File: src/rtl/pif_ram_arbiter_if.sv
// Bus bundle between the 6502 decode, the joybus DMA engine and PIF RAM port A.
// The arbiter takes the slave view; the environment driving it takes the master view.
interface pif_ram_arbiter_if #(
    parameter int ADDR_W = 11
);
    logic              cpu_req;
    logic              cpu_wr;
    logic [ADDR_W-1:0] cpu_addr;
    logic [7:0]        cpu_wdata;
    logic              cpu_ready;
    logic [7:0]        cpu_rdata;
    logic              cpu_rvalid;

    logic              dma_req;
    logic              dma_wr;
    logic              dma_lock;
    logic [ADDR_W-1:0] dma_addr;
    logic [7:0]        dma_wdata;
    logic              dma_gnt;
    logic [7:0]        dma_rdata;
    logic              dma_rvalid;

    logic              ram_oe;
    logic              ram_wren;
    logic [ADDR_W-1:0] ram_addr;
    logic [7:0]        ram_wdata;
    logic [7:0]        ram_q;
    logic              ram_valid;

    modport slave (
        input  cpu_req, cpu_wr, cpu_addr, cpu_wdata,
        input  dma_req, dma_wr, dma_lock, dma_addr, dma_wdata,
        input  ram_q, ram_valid,
        output cpu_ready, cpu_rdata, cpu_rvalid,
        output dma_gnt, dma_rdata, dma_rvalid,
        output ram_oe, ram_wren, ram_addr, ram_wdata
    );

    modport master (
        output cpu_req, cpu_wr, cpu_addr, cpu_wdata,
        output dma_req, dma_wr, dma_lock, dma_addr, dma_wdata,
        output ram_q, ram_valid,
        input  cpu_ready, cpu_rdata, cpu_rvalid,
        input  dma_gnt, dma_rdata, dma_rvalid,
        input  ram_oe, ram_wren, ram_addr, ram_wdata
    );
endinterface

File: src/rtl/pif_ram_arbiter.sv
// Two-requester arbiter (6502 vs joybus DMA) for PIF RAM port A with burst lock and read-return tagging.
// Optional DMA anti-starvation counter is enabled by defining PIF_ARB_STARVE_EN.
module pif_ram_arbiter #(
    parameter int ADDR_W       = 11,
    parameter int STARVE_LIMIT = 4
) (
    input logic             clk,
    input logic             reset,
    pif_ram_arbiter_if.slave bus
);
    localparam logic [0:0] ST_ARB  = 1'b0;
    localparam logic [0:0] ST_LOCK = 1'b1;

    localparam logic [1:0] TAG_NONE = 2'b00;
    localparam logic [1:0] TAG_CPU  = 2'b01;
    localparam logic [1:0] TAG_DMA  = 2'b10;

    if (STARVE_LIMIT < 1 || ADDR_W < 1) begin : g_param_check
        $error("pif_ram_arbiter: STARVE_LIMIT and ADDR_W must be at least 1");
    end

    logic [0:0]        state;
    logic [1:0]        tag_p1;
    logic              cpu_gnt;
    logic              dma_gnt;
    logic              dma_first;
    logic              rd_issue;
    logic [ADDR_W-1:0] addr_mux;

`ifdef PIF_ARB_STARVE_EN
    localparam int CNT_W = $clog2(STARVE_LIMIT + 1);
    logic [CNT_W-1:0] starve_cnt;

    assign dma_first = (starve_cnt == CNT_W'(STARVE_LIMIT));

    // Counts denied DMA cycles; saturates so DMA keeps its one forced win until granted.
    always_ff @(posedge clk) begin
        if (reset) begin
            starve_cnt <= '0;
        end else if (dma_gnt) begin
            starve_cnt <= '0;
        end else if (bus.dma_req && !dma_first) begin
            starve_cnt <= starve_cnt + 1'b1;
        end
    end
`else
    assign dma_first = 1'b0;
`endif

    // Lock only holds while the engine keeps both req and lock; otherwise normal priority.
    always_comb begin
        cpu_gnt = 1'b0;
        dma_gnt = 1'b0;
        if (!reset) begin
            if (state == ST_LOCK && bus.dma_req && bus.dma_lock) begin
                dma_gnt = 1'b1;
            end else if (bus.dma_req && (!bus.cpu_req || dma_first)) begin
                dma_gnt = 1'b1;
            end else if (bus.cpu_req) begin
                cpu_gnt = 1'b1;
            end
        end
    end

    always_comb begin
        addr_mux = '0;
        if (cpu_gnt) begin
            addr_mux = bus.cpu_addr;
        end else if (dma_gnt) begin
            addr_mux = bus.dma_addr;
        end
    end

    assign bus.ram_oe    = cpu_gnt | dma_gnt;
    assign bus.ram_wren  = (cpu_gnt & bus.cpu_wr) | (dma_gnt & bus.dma_wr);
    assign bus.ram_addr  = addr_mux;
    assign bus.ram_wdata = cpu_gnt ? bus.cpu_wdata : (dma_gnt ? bus.dma_wdata : 8'h00);
    assign bus.cpu_ready = ~bus.cpu_req | cpu_gnt;
    assign bus.dma_gnt   = dma_gnt;

    assign rd_issue = bus.ram_oe & ~bus.ram_wren;

    always_ff @(posedge clk) begin
        if (reset) begin
            state <= ST_ARB;
        end else if (dma_gnt && bus.dma_lock) begin
            state <= ST_LOCK;
        end else begin
            state <= ST_ARB;
        end
    end

    // Issue stage -> return stage: tag follows each read to its 1-cycle RAM response.
    always_ff @(posedge clk) begin
        if (reset) begin
            tag_p1 <= TAG_NONE;
        end else if (rd_issue) begin
            tag_p1 <= cpu_gnt ? TAG_CPU : TAG_DMA;
        end else begin
            tag_p1 <= TAG_NONE;
        end
    end

    // Gated by reset so a read already in flight when reset hits never returns.
    assign bus.cpu_rvalid = ~reset & bus.ram_valid & (tag_p1 == TAG_CPU);
    assign bus.dma_rvalid = ~reset & bus.ram_valid & (tag_p1 == TAG_DMA);
    assign bus.cpu_rdata  = bus.cpu_rvalid ? bus.ram_q : 8'h00;
    assign bus.dma_rdata  = bus.dma_rvalid ? bus.ram_q : 8'h00;
endmodule

File: src/flat_wrapper.sv
// flat-port wrapper written by rule: the top's interface ports become plain ports
module pif_ram_arbiter_flat 
#(
    parameter int ADDR_W       = 11,
    parameter int STARVE_LIMIT = 4
)
  (clk, reset, bus_cpu_req, bus_cpu_wr, bus_cpu_addr, bus_cpu_wdata, bus_dma_req, bus_dma_wr, bus_dma_lock, bus_dma_addr, bus_dma_wdata, bus_ram_q, bus_ram_valid, bus_cpu_ready, bus_cpu_rdata, bus_cpu_rvalid, bus_dma_gnt, bus_dma_rdata, bus_dma_rvalid, bus_ram_oe, bus_ram_wren, bus_ram_addr, bus_ram_wdata);
  pif_ram_arbiter_if #(.ADDR_W(ADDR_W)) bus_i ();
  input logic clk;
  input logic reset;
  input wire logic [$bits(bus_i.cpu_req)-1:0] bus_cpu_req;
  input wire logic [$bits(bus_i.cpu_wr)-1:0] bus_cpu_wr;
  input wire logic [$bits(bus_i.cpu_addr)-1:0] bus_cpu_addr;
  input wire logic [$bits(bus_i.cpu_wdata)-1:0] bus_cpu_wdata;
  input wire logic [$bits(bus_i.dma_req)-1:0] bus_dma_req;
  input wire logic [$bits(bus_i.dma_wr)-1:0] bus_dma_wr;
  input wire logic [$bits(bus_i.dma_lock)-1:0] bus_dma_lock;
  input wire logic [$bits(bus_i.dma_addr)-1:0] bus_dma_addr;
  input wire logic [$bits(bus_i.dma_wdata)-1:0] bus_dma_wdata;
  input wire logic [$bits(bus_i.ram_q)-1:0] bus_ram_q;
  input wire logic [$bits(bus_i.ram_valid)-1:0] bus_ram_valid;
  output wire logic [$bits(bus_i.cpu_ready)-1:0] bus_cpu_ready;
  output wire logic [$bits(bus_i.cpu_rdata)-1:0] bus_cpu_rdata;
  output wire logic [$bits(bus_i.cpu_rvalid)-1:0] bus_cpu_rvalid;
  output wire logic [$bits(bus_i.dma_gnt)-1:0] bus_dma_gnt;
  output wire logic [$bits(bus_i.dma_rdata)-1:0] bus_dma_rdata;
  output wire logic [$bits(bus_i.dma_rvalid)-1:0] bus_dma_rvalid;
  output wire logic [$bits(bus_i.ram_oe)-1:0] bus_ram_oe;
  output wire logic [$bits(bus_i.ram_wren)-1:0] bus_ram_wren;
  output wire logic [$bits(bus_i.ram_addr)-1:0] bus_ram_addr;
  output wire logic [$bits(bus_i.ram_wdata)-1:0] bus_ram_wdata;
  assign bus_i.cpu_req = bus_cpu_req;
  assign bus_i.cpu_wr = bus_cpu_wr;
  assign bus_i.cpu_addr = bus_cpu_addr;
  assign bus_i.cpu_wdata = bus_cpu_wdata;
  assign bus_i.dma_req = bus_dma_req;
  assign bus_i.dma_wr = bus_dma_wr;
  assign bus_i.dma_lock = bus_dma_lock;
  assign bus_i.dma_addr = bus_dma_addr;
  assign bus_i.dma_wdata = bus_dma_wdata;
  assign bus_i.ram_q = bus_ram_q;
  assign bus_i.ram_valid = bus_ram_valid;
  assign bus_cpu_ready = bus_i.cpu_ready;
  assign bus_cpu_rdata = bus_i.cpu_rdata;
  assign bus_cpu_rvalid = bus_i.cpu_rvalid;
  assign bus_dma_gnt = bus_i.dma_gnt;
  assign bus_dma_rdata = bus_i.dma_rdata;
  assign bus_dma_rvalid = bus_i.dma_rvalid;
  assign bus_ram_oe = bus_i.ram_oe;
  assign bus_ram_wren = bus_i.ram_wren;
  assign bus_ram_addr = bus_i.ram_addr;
  assign bus_ram_wdata = bus_i.ram_wdata;
  pif_ram_arbiter #(.ADDR_W(ADDR_W), .STARVE_LIMIT(STARVE_LIMIT)) u_core (.clk(clk), .reset(reset), .bus(bus_i));
endmodule
File: config.mk
export PLATFORM = sky130hd
export DESIGN_NAME = pif_ram_arbiter_flat
export DESIGN_NICKNAME = d
export VERILOG_FILES = /design/src/rtl/pif_ram_arbiter_if.sv /design/src/rtl/pif_ram_arbiter.sv /design/src/flat_wrapper.sv
export SDC_FILE = /design/constraint.sdc
export NUM_CORES = 1
export LEC_CHECK = 0
export ABC_AREA = 1
export BUFFER_PORTS_ARGS = -buffer_cell sky130_fd_sc_hd__buf_2
export CORE_MARGIN = 10
export CORE_UTILIZATION = 28
export DETAILED_ROUTE_END_ITERATION = 16
export MAX_ROUTING_LAYER = met4
export PLACE_DENSITY = 0.9
export SYNTH_ARGS = -nofsm -noshare
export SYNTH_HDL_FRONTEND = slang
export SYNTH_SLANG_ARGS = --single-unit
export TNS_END_PERCENT = 1
File: constraint.sdc
create_clock -name clk -period 1.9 [get_ports clk]
set_input_delay 0.38 -clock clk [delete_from_list [all_inputs] [get_ports clk]]
set_output_delay 0.38 -clock clk [all_outputs]
set_load 0.01 [all_outputs]
==> results.py <==
metrics = {
    "detailed_routing": {
        "drc": 0,
        "ant_nets": 0,
        "via_per_inst": 4.055,
        "wirelength_mm": 2.775,
        "num_vias": 961,
        "dr.first_iter.drc_count": 32,
        "dr.pass1.iters": 4,
        "routedWlPerCell_um": 11.71,
    },
    "worst_setup_path": {
        "path_cells": "nand2_1 > nand2_1 > nand2_2 > inv_2 > nand2_1 > nand2_1 > buf_2",
        "cp-end-kind": "primary output",
        "startpoint_type": "flip-flop",
        "crit_top_cell": "nand2_1",
        "r2r_setup_slack_ps": 920,
        "critical_path_peak_fanout": 20,
        "crit_required_ps": 1520,
        "worst_ep_arrival_time_ps": 1310,
        "cp-startpoint": "u_core.state$_SDFF_PP0_",
        "crit_slowest_cell": "dfxtp_1",
        "cp-endpoint": "bus_ram_addr[8]",
        "r2r-end": "u_core.tag_p1[0]$_SDFF_PP0_",
        "slowest_delay_ps": 320,
        "rr_startpoint": "u_core.state$_SDFF_PP0_",
        "critPathKind": "flip-flop to primary output",
        "ff2ff_path_depth": 5,
    },
    "sta": {
        "setup_tns_ps": 0,
        "skew_ps": 3.768,
        "max_slew_margin_pct": 79.26,
        "finalHoldViolations": 0,
        "fin_ws_ps": 205.2,
        "grt_setup_unrepaired": "false",
        "finalCriticalPeriod_ps": 1695,
        "fin_crit_sh_pct": 89.20,
        "finalMaxSlewViolations": 0,
        "fmax_mhz": 590.0,
        "finalSetupViolCount": 0,
        "max_slew.worst_pin.slew_ps": 310.6,
    },
    "layout": {
        "nets": 267,
        "utilization_pct": 57.82,
        "areaGrowthSynthToFinish_pct": 90.74,
        "stdcell_count": 237,
        "num_antenna_cells": 0,
        "mostFrequentLayoutCells": "94 x buf_2, 63 x nand2_1, 20 x nor2_1, 17 x inv_1",
        "final_common_cell": "buf_2",
        "n_fill_cell": 195,
        "final_area_um2": 1031,
        "drive_gt1_share_pct": 49.53,
    },
    "clock_network": {
        "cts.clk_slew.worst_paths_ps": 40,
        "clk_latency_ps": 240,
        "tritoncts": "built",
        "post_cts_resized": 0,
        "cts.path.max_buffers": 2,
        "cts.sinks": 3,
        "htree_levels": 1,
        "ctsRootBufferMaster": "clkbuf_4",
        "post-cts-setup-buffers": 0,
        "hold_buffers": 0,
        "cts_buffers": 3,
    },
    "logic_synthesis": {
        "yosysSeqAreaShare_pct": 11.11,
        "ys_top_cells_by_area": "nand2_1 44%, nor2_1 14%, inv_1 12%",
        "synth_top_cell_by_area": "nand2_1",
        "synth_area_per_cell_um2": 4.581,
        "synth_fp_nets": 172,
        "ys_types": 11,
        "ys.warnings.count": 0,
        "ys_ff_latch": 3,
        "netlist_area_um2": 540.5,
        "synth_cells": 118,
        "synth.top_cell.area_share_pct": 43.75,
    },
    "hold_path": {
        "hp-class": "input port to flip-flop",
        "hold_path_startpoint": "bus_dma_lock",
    },
    "pwr": {
        "cell_internal_pwr_mw": 0.2224,
        "ir_drop_uv": 195.9,
        "powerDensity_nw_per_um2": 335.0,
        "combPwrFrac_pct": 47.8,
        "p_switching_mw": 0.1230,
        "swShare_pct": 35.61,
        "clockPowerShare_pct": 32.9,
        "seqPwrFrac_pct": 19.3,
        "leakage_nw": 0.8108,
    },
    "job": {
        "maxCapViolations": 0,
    },
    "floorplan": {
        "die_h_um": 63.94,
        "dieArea_um2": 4088,
        "start_util_pct": 30.32,
        "io_pins": 95,
        "rows": 15,
        "core_area_um2": 1783,
        "die_x_um": 63.94,
    },
    "placed_design": {
        "place_inst": 233,
        "routabilityCongestion": 0.8038,
        "dp.final_hpwl_mm": 2.468,
        "dpl_cell_area_um2": 1005,
        "numPortBuffers": 94,
        "post-place-ws_ps": 204.2,
    },
    "grt": {
        "grt_max_degree": 21,
        "gr-total-overflow": 0,
        "grt_pass1_wl_mm": 4.167,
        "grt_pass1_vias": 977,
        "antenna_found_initial": 0,
        "grt_usage_pct": 12.71,
    },
    "run_status": {
        "status": "completed",
    },
}
==> power by group through the flow <==
stage,combinational [mW],sequential [mW],clock [mW]
5_1_grt,0.186,0.0670,0.121
3_3_place_gp,0.164,0.0677,0
4_1_cts,0.167,0.0667,0.119
3_5_place_dp,0.166,0.0677,0
2_1_floorplan,0.0774,0.0676,0
6_report,0.165,0.0668,0.113
==> layout make-up <==
class	instances	area, um2	share of cell area (%)
clock buffer	4	26.28	2.549
inverter	19	71.32	6.917
tap	25	31.28	3.034
multi-input combinational	92	371.6	36.04
sequential	3	60.06	5.825
timing repair buffer	94	470.5	45.63
==> stage by stage <==
stage | power (mW) | hold slack [ps]
6_report | 0.3454 | 386.7
5_1_grt | 0.3746 | 393.1
3_3_place_gp | 0.2322 | 591.1
3_5_place_dp | 0.2341 | 602.9
4_1_cts | 0.3528 | 379.0
2_1_floorplan | 0.1450 | 492.2
==> cells by family (layout without fill, tap and decap cells) <==
logic type / after synthesis / in the layout / share of synthesized area (%)
buffers and inverters: 23 / 117 / 20.14
flip-flops: 3 / 3 / 11.11
AND/OR/NAND/NOR: 92 / 92 / 68.75
==> registers in the layout, summed over array words and instances, names as in the netlist <==
| name | count |
|---|---|
| u_core.state | 1 |
| u_core.tag_p1 | 2 |
==> cell usage after synthesis (all sizes together) <==
library cell,count
inv,19
nand2,65
dfxtp,3
nor2,22
nand3,5
buf,4
==> per-layer routing <==
| metal | track usage, % | vias to the layer above | routed length (um) |
|---|---|---|---|
| li1 | - | 525 | - |
| met1 | 11.40 | 376 | 1031 |
| met2 | 23.13 | 56 | 1408 |
| met3 | 5.401 | 4 | 299 |
| met4 | 4.918 | 0 | 36 |
| met5 | - | - | 0 |
==> critical path, delay by kind of cell, from the launching register on <==
family / cells / cell delay, ps
DFF: 1 / 320
and+or+nand+nor: 5 / 400
buffers and inverters: 2 / 360
==> how the worst min path moves through the flow <==
stage,endpoint,slack [ps],cells after the start
after floorplan,u_core.state$_SDFF_PP0_,490,2
after detailed placement,u_core.state$_SDFF_PP0_,600,4
final,u_core.state$_SDFF_PP0_,390,3
after global routing,u_core.state$_SDFF_PP0_,390,3
after CTS,u_core.state$_SDFF_PP0_,380,3
after global placement,u_core.state$_SDFF_PP0_,590,4
No activity file was read; power rests on OpenSTA's default activity.
